### src/rtl/rgb_pkg.sv
// ---------------------------------------------------------------------------
// rgb_pkg
// Shared types and constants for the RGB PWM duty decoder.
//   rgb_color_t    : packed {r, g, b} byte triple, r in the top byte
//   dec_state_t    : control FSM states (IDLE, SETTLE, MEASURE)
//   SYNC_STAGES    : depth of the per-line input synchronizer
//   DUTY_MAX       : largest duty value that fits the 8-bit result
//   saturate_duty  : clamps a high-cycle count to DUTY_MAX
// ---------------------------------------------------------------------------
package rgb_pkg;

   localparam int SYNC_STAGES = 2;
   localparam int DUTY_MAX    = 255;

   typedef struct packed {
      logic [7:0] r;
      logic [7:0] g;
      logic [7:0] b;
   } rgb_color_t;

   typedef enum logic [1:0] {
      ST_IDLE    = 2'd0,
      ST_SETTLE  = 2'd1,
      ST_MEASURE = 2'd2
   } dec_state_t;

   // A line stuck high for a whole window counts one past DUTY_MAX; clamp it
   // so a constant-high input still reads as full brightness.
   function automatic logic [7:0] saturate_duty(input logic [31:0] count);
      if (count > 32'(DUTY_MAX)) begin
         saturate_duty = 8'(DUTY_MAX);
      end else begin
         saturate_duty = count[7:0];
      end
   endfunction

endpackage

### src/rtl/rgb_pwm_decoder_meter.sv
// ---------------------------------------------------------------------------
// pwm_channel_meter
// Measures the high time of one asynchronous PWM line over a window.
//   pwm_clk     : clock, rising edge
//   reset_n     : asynchronous active-low reset
//   pwm_in      : asynchronous PWM line
//   count_en    : high while the decoder is measuring
//   window_last : high on the final cycle of a measurement window
//   duty        : saturated count including the current cycle's sample;
//                 only meaningful when window_last is high
// ---------------------------------------------------------------------------
module pwm_channel_meter
   import rgb_pkg::*;
#(
   parameter int CNT_W = 9
) (
   input  logic       pwm_clk,
   input  logic       reset_n,
   input  logic       pwm_in,
   input  logic       count_en,
   input  logic       window_last,
   output logic [7:0] duty
);

   logic [SYNC_STAGES-1:0] sync_q;
   logic [SYNC_STAGES-1:0] sync_d;
   logic [CNT_W-1:0]       count_q;
   logic [CNT_W-1:0]       count_d;
   logic                   sample;
   logic [CNT_W-1:0]       count_sum;

   // The synchronizer always runs so it is already settled when measurement
   // starts. The counter returns to zero outside MEASURE and after the last
   // cycle of each window, so the next window starts clean with no gap.
   always_comb begin
      sync_d    = {sync_q[SYNC_STAGES-2:0], pwm_in};
      sample    = sync_q[SYNC_STAGES-1];
      count_sum = count_q + CNT_W'(sample);
      count_d   = (count_en && !window_last) ? count_sum : '0;
      duty      = saturate_duty(32'(count_sum));
   end

   always_ff @(posedge pwm_clk or negedge reset_n) begin
      if (!reset_n) begin
         sync_q  <= '0;
         count_q <= '0;
      end else begin
         sync_q  <= sync_d;
         count_q <= count_d;
      end
   end

endmodule

### src/rtl/rgb_pwm_decoder.sv
// ---------------------------------------------------------------------------
// rgb_pwm_decoder
// Decodes the duty cycle of three PWM lines (R, G, B) into a 24-bit colour
// once per window of 2^WINDOW_LOG2 cycles, with a valid/ready output.
//   pwm_clk      : sole clock, rising edge
//   reset_n      : asynchronous active-low reset
//   enable       : high runs measurement, low returns to IDLE
//   pwm_in_r/g/b : asynchronous PWM lines
//   invert       : only with RGB_PWM_DECODER_INVERT_EN defined; sampled at
//                  window end, stores complemented duties when high
//   color        : [23:16]=R, [15:8]=G, [7:0]=B
//   color_valid  : a result is held and not yet accepted
//   color_ready  : consumer accepts when color_valid && color_ready
//   overrun      : sticky, a result was overwritten before acceptance
//   overrun_clr  : clears overrun (a simultaneous new overrun wins)
// Optional feature macro: RGB_PWM_DECODER_INVERT_EN
// ---------------------------------------------------------------------------
module rgb_pwm_decoder
   import rgb_pkg::*;
#(
   parameter int WINDOW_LOG2 = 8
) (
   input  logic        pwm_clk,
   input  logic        reset_n,
   input  logic        enable,
   input  logic        pwm_in_r,
   input  logic        pwm_in_g,
   input  logic        pwm_in_b,
`ifdef RGB_PWM_DECODER_INVERT_EN
   input  logic        invert,
`endif
   output logic [23:0] color,
   output logic        color_valid,
   input  logic        color_ready,
   output logic        overrun,
   input  logic        overrun_clr
);

   localparam int CNT_W = WINDOW_LOG2 + 1;

   dec_state_t             state_q;
   dec_state_t             state_d;
   logic                   settle_q;
   logic                   settle_d;
   logic [WINDOW_LOG2-1:0] win_cnt_q;
   logic [WINDOW_LOG2-1:0] win_cnt_d;
   rgb_color_t             color_q;
   rgb_color_t             color_d;
   logic                   color_valid_q;
   logic                   color_valid_d;
   logic                   overrun_q;
   logic                   overrun_d;

   logic                   measure_active;
   logic                   window_last;
   logic                   window_done;
   logic                   accept;
   logic [7:0]             duty_r;
   logic [7:0]             duty_g;
   logic [7:0]             duty_b;
   rgb_color_t             new_color;

   // Dropping enable suppresses counting and the window-end load in that
   // same cycle, so a partial window can never produce a result.
   always_comb begin
      measure_active = (state_q == ST_MEASURE) && enable;
      window_last    = (win_cnt_q == '1);
      window_done    = measure_active && window_last;
      accept         = color_valid_q && color_ready;
   end

   pwm_channel_meter #(.CNT_W(CNT_W)) u_meter_r (
      .pwm_clk     (pwm_clk),
      .reset_n     (reset_n),
      .pwm_in      (pwm_in_r),
      .count_en    (measure_active),
      .window_last (window_last),
      .duty        (duty_r)
   );

   pwm_channel_meter #(.CNT_W(CNT_W)) u_meter_g (
      .pwm_clk     (pwm_clk),
      .reset_n     (reset_n),
      .pwm_in      (pwm_in_g),
      .count_en    (measure_active),
      .window_last (window_last),
      .duty        (duty_g)
   );

   pwm_channel_meter #(.CNT_W(CNT_W)) u_meter_b (
      .pwm_clk     (pwm_clk),
      .reset_n     (reset_n),
      .pwm_in      (pwm_in_b),
      .count_en    (measure_active),
      .window_last (window_last),
      .duty        (duty_b)
   );

   // Assemble the result that a completing window would store.
   always_comb begin
      new_color.r = duty_r;
      new_color.g = duty_g;
      new_color.b = duty_b;
`ifdef RGB_PWM_DECODER_INVERT_EN
      if (invert) begin
         new_color = rgb_color_t'(~new_color);
      end
`endif
   end

   // Control FSM. SETTLE spends two cycles so the synchronizers are flushed
   // with post-enable samples before counting; the window counter wraps
   // naturally so windows run back-to-back.
   always_comb begin
      state_d   = state_q;
      settle_d  = settle_q;
      win_cnt_d = win_cnt_q;
      case (state_q)
         ST_IDLE: begin
            settle_d  = 1'b0;
            win_cnt_d = '0;
            if (enable) begin
               state_d = ST_SETTLE;
            end
         end
         ST_SETTLE: begin
            win_cnt_d = '0;
            if (!enable) begin
               state_d  = ST_IDLE;
               settle_d = 1'b0;
            end else if (settle_q) begin
               state_d  = ST_MEASURE;
               settle_d = 1'b0;
            end else begin
               settle_d = 1'b1;
            end
         end
         ST_MEASURE: begin
            if (!enable) begin
               state_d   = ST_IDLE;
               win_cnt_d = '0;
            end else begin
               win_cnt_d = win_cnt_q + 1'b1;
            end
         end
         default: begin
            state_d   = ST_IDLE;
            settle_d  = 1'b0;
            win_cnt_d = '0;
         end
      endcase
   end

   // Output handshake and overrun. A completing window always wins: it
   // reloads color and keeps color_valid high even when the old result is
   // being accepted in the same cycle, and only flags overrun when the old
   // result was not being taken.
   always_comb begin
      color_d       = color_q;
      color_valid_d = color_valid_q;
      overrun_d     = overrun_q;
      if (accept) begin
         color_valid_d = 1'b0;
      end
      if (overrun_clr) begin
         overrun_d = 1'b0;
      end
      if (window_done) begin
         color_d       = new_color;
         color_valid_d = 1'b1;
         if (color_valid_q && !color_ready) begin
            overrun_d = 1'b1;
         end
      end
   end

   always_ff @(posedge pwm_clk or negedge reset_n) begin
      if (!reset_n) begin
         state_q       <= ST_IDLE;
         settle_q      <= 1'b0;
         win_cnt_q     <= '0;
         color_q       <= '0;
         color_valid_q <= 1'b0;
         overrun_q     <= 1'b0;
      end else begin
         state_q       <= state_d;
         settle_q      <= settle_d;
         win_cnt_q     <= win_cnt_d;
         color_q       <= color_d;
         color_valid_q <= color_valid_d;
         overrun_q     <= overrun_d;
      end
   end

   assign color       = color_q;
   assign color_valid = color_valid_q;
   assign overrun     = overrun_q;

endmodule

### config.mk
export PLATFORM = sky130hd
export DESIGN_NAME = rgb_pwm_decoder
export DESIGN_NICKNAME = d
export VERILOG_FILES = /design/src/rtl/rgb_pkg.sv /design/src/rtl/rgb_pwm_decoder_meter.sv /design/src/rtl/rgb_pwm_decoder.sv
export SDC_FILE = /design/constraint.sdc
export NUM_CORES = 1
export LEC_CHECK = 0
export CORE_AREA = 2 2 97 117
export CTS_CLUSTER_SIZE = 8
export DETAILED_ROUTE_END_ITERATION = 6
export DIE_AREA = 0 0 99 119
export HOLD_SLACK_MARGIN = 0.08
export MAX_ROUTING_LAYER = met4
export RECOVER_POWER = 100
export SETUP_SLACK_MARGIN = 0.02
export SYNTH_ARGS = -nofsm -noshare
export SYNTH_HDL_FRONTEND = slang
export SYNTH_SLANG_ARGS = --single-unit
export TNS_END_PERCENT = 30
### constraint.sdc
create_clock -name pwm_clk -period 5.06 [get_ports pwm_clk]
set_input_delay 1.012 -clock pwm_clk [delete_from_list [all_inputs] [get_ports pwm_clk]]
set_output_delay 1.012 -clock pwm_clk [all_outputs]
set_load 0.05 [all_outputs]
==> impl_metrics.ini, run 1 <==
[outcome]
status = finished with violations
violations = max-capacitance violations, max-slew violations

[timing]
setup_viol_count_final = 0
final.setup.tns_ns = 0
max_slew.worst_pin.slew_ns = 1.97
fin_crit_sh_pct = 56.2
hold_viol_final = 0
rsz0062_at_grt = false
slew_headroom_pct = -31.3
fmax_mhz = 352
finalMaxSlewViolations = 64
clock_skew_ns = 0.00670
period_needed_ns = 2.84

[global_routing]
antenna_found_initial = 0
overflow = 0
grt_pass1_vias = 1900
grt.total_usage_pct = 9.44
grt_max_degree = 51
grt_pass1_wl_um = 8680

[logic_synthesis]
synth_mux_area_share_pct = 0
synth_top_family_by_area = simple AND/OR/NAND/NOR gates
synth_compound_area_share_pct = 7.15
synth_seq_cells = 70
synth_fa_ha_area_share_pct = 3.11
synth.net_count = 270
netlist_area_um2 = 2820
yosysWarnings = 0
synth_cells = 255
synth.distinct_cells = 27
yosys.area_share.simple_pct = 16.6
ys_seq_area_share_pct = 62.1
syn_avg_cell_area_um2 = 11.1
synth-xor-area-share_pct = 8.08

[critical_path]
critPathCaptureType = flip-flop
cpPeakStageDelay_ns = 0.87
slowest_stage = o21bai_1
crit_fanout = 27
path_cells = dlygate4sd3_1 -> nand3b_1 -> o21bai_1 -> nor2_1
worst_setup_path_start_kind = primary input
path_class = in -> reg
worst-endpoint-arrival_ns = 2.96
worstPathRequired_ns = 5.18

[detailed_routing]
ant_nets = 0
dr.pass1.iters = 4
drtIter0Drc = 82
wl_um = 4960
drc = 0
wl_per_cell_um = 11.5
via_per_inst = 4.41
route.vias.total = 1902

[power]
p_per_area_nw_per_um2 = 335
leakage_nw = 1.62
power_mw = 1.19
ir_worst_vdd_mv = 0.163

[die]
floorplan.rows = 42
start_util_pct = 26.2
die_w_um = 99
io_pins = 34
die_h_um = 119
die_area_um2 = 11800
core_um2 = 10800

[final_layout]
post_layout_nonfiller_instances = 431
nNetsFinal = 309
mostFrequentLayoutCells = dfrtp_1 (70), nor2_1 (66), dlygate4sd3_1 (30)
nFillCells = 1073
final_common_cell = dfrtp_1
drive_gt1_share_pct = 6.02
num_antenna_cells = 0
area_delta_synth_final_pct = 26.5

[clock_network]
h-tree-depth = 3
post-cts-setup-buffer-count = 0
clockBufferDepth = 2
cts_resized = 0
clk_pin_slew_worst_paths_ns = 0.06
numCtsBuffers = 9
clk_latency_ns = 0.32
clock_sinks = 70
root_buffer = clkbuf_16
cts_tree = done
ctsHoldBuffers = 0

[min_path]
hp-class = reg -> reg

[placed_design]
place_congestion = 0.728
dp_hpwl_um = 3440
placed_cells = 415
placement.io_buffers = 33

[flow_run]
drv_cap = 2
-- cell usage after synthesis, drive strengths merged --
master   n  share of area, %
a31oi   24               5.3
nor3     4               1.1
dfrtp   70                62
buf      7               1.2
a32o     1              0.36
or3      1              0.22
nand4    5               1.1
nand2    7              0.93
o21ai    2              0.36
nor2b    1              0.22
and4     1              0.31
nor2    66               8.8
xnor2   18               5.6
inv     13               1.7
a21oi    1              0.18
and3b    1              0.31
nand3   11               2.1
ha       7               3.1
o21a     1              0.27
xor2     8               2.5
o21bai   1              0.40
nand3b   2              0.98
and3     2              0.44
a21o     1              0.27
-- area by class of cell --
type,count,area (um2),share of cell area (%)
repair buffers,35,339,9.51
flip-flops and latches,70,1750,49.1
inverters,13,48.8,1.37
well taps,132,165,4.63
multi-input cells,165,967,27.1
clock inverters,5,60.1,1.68
clock buffers,11,233,6.53
-- registers in the layout (all words and copies together), names as in the netlist --
name and count:
color 24, u_meter_b.count_q 9, u_meter_g.count_q 9, u_meter_r.count_q 9
win_cnt_q 8, state_q 2, u_meter_b.sync_q 2, u_meter_g.sync_q 2
u_meter_r.sync_q 2, color_valid 1, overrun 1, settle_q 1
-- routing by layer --
metal,vias up,global-route usage [%],share of wire [%]
met2,35,15.5,50
li1,938,-,-
met1,918,10.8,44
met4,0,4.37,2.1
met5,-,-,0
met3,11,2.46,4.2
-- worst paths after layout --
check	from	to	slack [ns]	cells after the start
worst max-delay path	enable	u_meter_r.count_q[7]	2.22	4
worst min-delay path	u_meter_r.sync_q[0]	u_meter_r.sync_q[1]	0.35	0
worst max register to register	win_cnt_q[0]	u_meter_r.count_q[7]	2.43	4
worst min register to register	u_meter_r.sync_q[0]	u_meter_r.sync_q[1]	0.35	0
max in group asynchronous	reset_n	u_meter_g.count_q[5]	2.56	2
min in group asynchronous	reset_n	color[14]	1.18	1
-- worst max-delay path, delay by kind of cell --
family | cells | cell delay [ns]
AOI/OAI and AO/OA | 1 | 0.87
buffers and inverters | 1 | 0.60
and+or+nand+nor | 2 | 0.47
-- per-stage QoR --
stage | utilization (%) | setup slack (ns) | hold WS, ns | cell area [um2]
3_3_place_gp | 30.5 | 2.36 | 0.333 | 3290
5_1_grt | 33.1 | 2.01 | 0.359 | 3560
4_1_cts | 33.3 | 2.53 | 0.348 | 3580
3_5_place_dp | 30.5 | 2.32 | 0.336 | 3290
6_report | 33.1 | 2.22 | 0.347 | 3560
2_1_floorplan | - | 3.25 | 0.331 | 2820
-- cells by family (layout without fill, tap and decap cells) --
family	count (synthesis)	after routing
adder cells (fa/ha/maj)	7	7
buffers and inverters	20	64
AND/OR/NAND/NOR	101	101
XOR/XNOR	26	26
AO/OA/AOI/OAI	31	31
flip-flops	70	70
-- report_power, final --
group	total [mW]	switching (mW)	internal, mW
registers	0.567	0.00220	0.565
clock network	0.606	0.224	0.382
logic	0.0221	0.0154	0.00665
total	1.19	0.241	0.953
Power figures use the tool's default switching activity.
==> inputs of run 2 (changes only) <==
clock period = 2.65 ns   (was 5.06 ns; I/O delays follow)
==> run 2 against run 1 <==
  * The run still ends with max-capacitance violations, max-slew violations left
  * Register-to-register slack got worse by 1.8 ns
  * First-iteration DRC count increased by 7.3%
  * Flip-flop and latch count unchanged
  * Setup slack got worse by 1.7 ns
  * Die area unchanged
  * Count of clock-buffer cells in the layout decreased by 1
  * Critical path type is now reg -> out
  * Largest power group is now sequential cells
==> impl_metrics.ini, run 2 (synthesis results as in run 1) <==
[critical_path]
cp_num_buf_inv = 1
worst_setup_path_start_kind = flip-flop
worst-endpoint-arrival_ns = 1.58
worst-path-stages = 1
cp_top_family = buffers and inverters
cpPeakStageDelay_ns = 0.88
slowest_stage = dlygate4sd3_1
worstPathRequired_ns = 2.12
crit_fanout = 2
critPathCaptureType = output port
reg2reg_depth = 6
path_cells = dlygate4sd3_1
path_class = reg -> out

[die]
die_h_um = 119
io_pins = 34
die_w_um = 99
core_um2 = 10800
die_area_um2 = 11800
start_util_pct = 26.2
floorplan.rows = 42

[final_layout]
largest_register_ffs = 24
final_common_cell = dfrtp_1
area_delta_synth_final_pct = 25.4
ff_latch_area_um2 = 1750
nFillCells = 1093
nNetsFinal = 310
drive_gt1_share_pct = 5.39
fin_util_pct = 32.8
mostFrequentLayoutCells = dfrtp_1 (70), nor2_1 (66), dlygate4sd3_1 (30)
num_antenna_cells = 0
multi_input_area_um2 = 955

[timing]
final.setup.tns_ns = 0
finalMaxSlewViolations = 31
max_slew.worst_pin.slew_ns = 1.76
fin_crit_sh_pct = 79.4
period_needed_ns = 2.11
clock_skew_ns = 0.00651
setup_viol_count_final = 0
fmax_mhz = 475
rsz0062_at_grt = false
slew_headroom_pct = -17.3
hold_viol_final = 0

[clock_network]
cts_tree = done
numCtsBuffers = 9
h-tree-depth = 3
post-cts-setup-buffer-count = 0
cts_resized = 0
ctsHoldBuffers = 0
clk_latency_ns = 0.33
clock_sinks = 70
clockBufferDepth = 2
clk_pin_slew_worst_paths_ns = 0.05
root_buffer = clkbuf_16

[detailed_routing]
wl_met3_um = 229
wl_per_cell_um = 11.8
dr.pass1.iters = 4
ant_nets = 0
drc = 0
route.vias.total = 1900
wirelength_met1_um = 2210
met2_length_um = 2520
via_per_inst = 4.43
drtIter0Drc = 88
wl_um = 5070
dr.max_layer_used = met4

[global_routing]
grt_pass1_wl_um = 8660
antenna_found_initial = 0
grt_pass1_vias = 1871
grt_max_degree = 51
grt.total_usage_pct = 9.69
overflow = 0

[placed_design]
dp_hpwl_um = 3510
placement.io_buffers = 33
place_congestion = 0.709

[outcome]
status = finished with violations
violations = max-capacitance violations, max-slew violations

[power]
pwr-share-clk_pct = 47.3
intPower_mw = 1.70
ir_worst_vdd_mv = 0.316
pwr-share-comb_pct = 2.1
netSwitchingPower_mw = 0.435
leakage_nw = 1.60
power_mw = 2.14
p_sw_share_pct = 20.3
p_per_area_nw_per_um2 = 605
seqPwrFrac_pct = 50.6

[flow_run]
drv_cap = 1

[min_path]
hp-class = reg -> reg
holdPathStages = 0
[run 2: path summary, 6_finish.rpt]
check                                          start              endpoint  slack [ns]
max in group asynchronous                    reset_n             color[17]        0.96
min in group asynchronous                    reset_n  u_meter_r.count_q[6]        0.67
worst max register to register  u_meter_r.count_q[0]             color[17]        0.62
worst max-delay path                        color[3]              color[3]        0.54
worst min register to register   u_meter_b.sync_q[0]   u_meter_b.sync_q[1]        0.35
worst min-delay path             u_meter_b.sync_q[0]   u_meter_b.sync_q[1]        0.35
[run 2: area by class of cell]
class,instances,area share (%)
Inverter,13,1.38
Sequential cell,70,49.5
Timing Repair Buffer,36,10.5
Clock buffer,10,6.48
Tap cell,132,4.67
Multi-Input combinational cell,165,27.0
Clock inverter,3,0.425
[run 2: power groups by stage]
stage / sequential [mW] / combinational, mW / clock, mW
after detailed placement: 1.10 / 0.0508 / 0
after floorplan: 1.10 / 0.0118 / 0
final: 1.08 / 0.0449 / 1.01
after CTS: 1.08 / 0.0509 / 1.05
after global routing: 1.08 / 0.0530 / 1.09
after global placement: 1.10 / 0.0492 / 0
[run 2: per-layer routing]
layer,up-vias,track usage (%)
li1,933,-
met1,929,10.9
met2,28,15.1
met3,10,3.58
met4,0,4.88
met5,-,-
[run 2: metrics by stage]
step                setup slack [ns]  cells  area, um2  hold slack [ns]
CTS                            0.589    429       3570            0.287
detailed placement             0.543    416       3320            0.339
floorplan                      0.987    255       2820            0.234
global route                   0.411    429       3540            0.361
finish                         0.545    429       3540            0.350
global placement               0.601    416       3320            0.335
[run 2: worst register-to-register path, cell delays in order (launching register included)]
cell and delay, ns:
dfrtp_1 0.38, ha_1 0.23, ha_1 0.21, nand3_1 0.14, nor3_1 0.08, xnor2_1 0.65
a31oi_1 0.18
==> inputs of run 3 (changes only) <==
clock period = 1.7 ns   (was 2.65 ns; I/O delays follow)
==> run 3 against run 2 <==
  * The flow now finishes without violations
  * Count of clock-buffer cells in the layout increased by 3
  * Flip-flop and latch count stayed put
  * Critical path depth grew 6
  * Die area unchanged
  * Final cell count increased by 4.2%
  * Setup slack worse by 0.43 ns
  * Wire length rose by 6.7%
  * Total power grew 63%
  * Worst hold slack about the same
  * Clock skew decreased by 0.0025 ns
  * Combinational power is 62% higher
  * Largest cell class unchanged
==> impl_metrics.ini, run 3 (synthesis results as in run 1) <==
[outcome]
status = complete, no violations

[final_layout]
nFillCells = 1072
fin_util_pct = 34.1
mostFrequentLayoutCells = dfrtp_1 (70), nor2_1 (66), a31oi_1 (24)
drive_gt1_share_pct = 17.1
nNetsFinal = 327
largest_register_ffs = 24
num_antenna_cells = 0
final_common_cell = dfrtp_1
area_delta_synth_final_pct = 30.4

[timing]
fin_crit_sh_pct = 93.1
slew_headroom_pct = 37.5
rsz0062_at_grt = false
clock_skew_ns = 0.00402
period_needed_ns = 1.58
hold_viol_final = 0
max_slew.worst_pin.slew_ns = 0.938
fmax_mhz = 632
setup_viol_count_final = 0
finalMaxSlewViolations = 0
setup_slack_ns = 0.118

[placed_design]
pre_cts_slack_ns = -0.194
place_congestion = 0.737
placement.io_buffers = 33
dp_hpwl_um = 3450

[die]
floorplan.rows = 42
die_w_um = 99
die_h_um = 119
start_util_pct = 26.2
io_pins = 34
core_um2 = 10800
die_area_um2 = 11800

[global_routing]
antenna_found_initial = 0
grt_max_degree = 71
grt_pass1_vias = 1995
grt_pass1_wl_um = 9270
grt.total_usage_pct = 10.2
overflow = 0

[power]
pwr-share-clk_pct = 49.5
leakage_nw = 1.62
p_sw_share_pct = 19.8
power_mw = 3.49
netSwitchingPower_mw = 0.692
p_per_area_nw_per_um2 = 948
ir_worst_vdd_mv = 0.393
intPower_mw = 2.79
seqPwrFrac_pct = 48.5
pwr-share-comb_pct = 2.1

[detailed_routing]
ant_nets = 0
route.vias.total = 1959
wl_um = 5400
dr.pass1.iters = 4
drc = 0
drtIter0Drc = 69
via_per_inst = 4.38
wl_per_cell_um = 12.1

[critical_path]
worstPathRequired_ns = 1.89
startpoint = u_meter_b.count_q[0]
critPathCaptureType = flip-flop
path_class = reg -> reg
critical_path.reg2reg.startpoint = u_meter_b.count_q[0]
crit_fanout = 6
worst_setup_path_start_kind = flip-flop
reg2reg_depth = 7
worst-endpoint-arrival_ns = 1.78

[clock_network]
clk_latency_ns = 0.33
clk_pin_slew_worst_paths_ns = 0.05
h-tree-depth = 3
numCtsBuffers = 9
root_buffer = clkbuf_16
clock_sinks = 70
cts_tree = done
clockBufferDepth = 2

[min_path]
hp-class = reg -> reg
worstHoldStart = u_meter_r.sync_q[0]
holdPathStages = 0

[flow_run]
drv_cap = 0
-- run 3: timing repair --
action / 4_1_cts / 5_1_grt
resized for setup: 2 / 17
setup buffers: 0 / 5
setup endpoints to repair: 18 / 26
hold buffers: 1 / 0
endpoints found under the hold margin: 70 / 0
pin swaps: 0 / 6
cloned: 0 / 1
-- run 3: worst paths after layout --
kind,to,slack (ns)
setup / recovery,color[4],0.12
hold / removal,u_meter_r.sync_q[1],0.35
min in group asynchronous,color[9],0.82
setup reg to reg,color[4],0.12
hold reg to reg,u_meter_r.sync_q[1],0.35
max in group asynchronous,color[5],0.29
-- run 3: stage by stage --
step	instance area [um2]	TNS, ns	hold slack (ns)	cells
6_report	3680	0	0.350	447
5_1_grt	3680	0	0.359	447
2_1_floorplan	2820	0	0.0444	255
3_3_place_gp	3340	-4.56	0.337	426
4_1_cts	3640	0	0.350	441
3_5_place_dp	3340	-6.31	0.338	426
-- run 3: power groups by stage --
stage	Sequential, mW	Clock (mW)	Combinational [mW]
2_1_floorplan	1.72	0	0.0184
3_3_place_gp	1.72	0	0.0797
3_5_place_dp	1.72	0	0.0809
4_1_cts	1.69	1.79	0.0833
5_1_grt	1.69	1.86	0.0857
6_report	1.69	1.72	0.0726
-- run 3: layout make-up --
class                           instances  area, um2  share of cell area [%]
Clock buffer                           13        270                    7.35
Clock inverter                          1       5.00                   0.136
Inverter                               13       48.8                    1.33
Multi-Input combinational cell        165       1070                    29.1
Sequential cell                        70       1750                    47.6
Tap cell                              132        165                    4.49
Timing Repair Buffer                   53        365                    9.94
-- run 3: layer usage --
metal / track usage, % / routed length (um) / vias up
li1: - / - / 973
met4: 4.11 / 91 / 0
met3: 3.70 / 216 / 8
met2: 16.2 / 2690 / 29
met1: 11.8 / 2410 / 949
met5: - / 0 / -
-- run 3: worst max-delay path, cell delays in order, from the launching register on --
cell	delay (ns)
dfrtp_1	0.33
ha_2	0.21
ha_4	0.16
nand3_4	0.09
nor3_2	0.26
xnor2_2	0.15
buf_4	0.17
a31oi_1	0.09
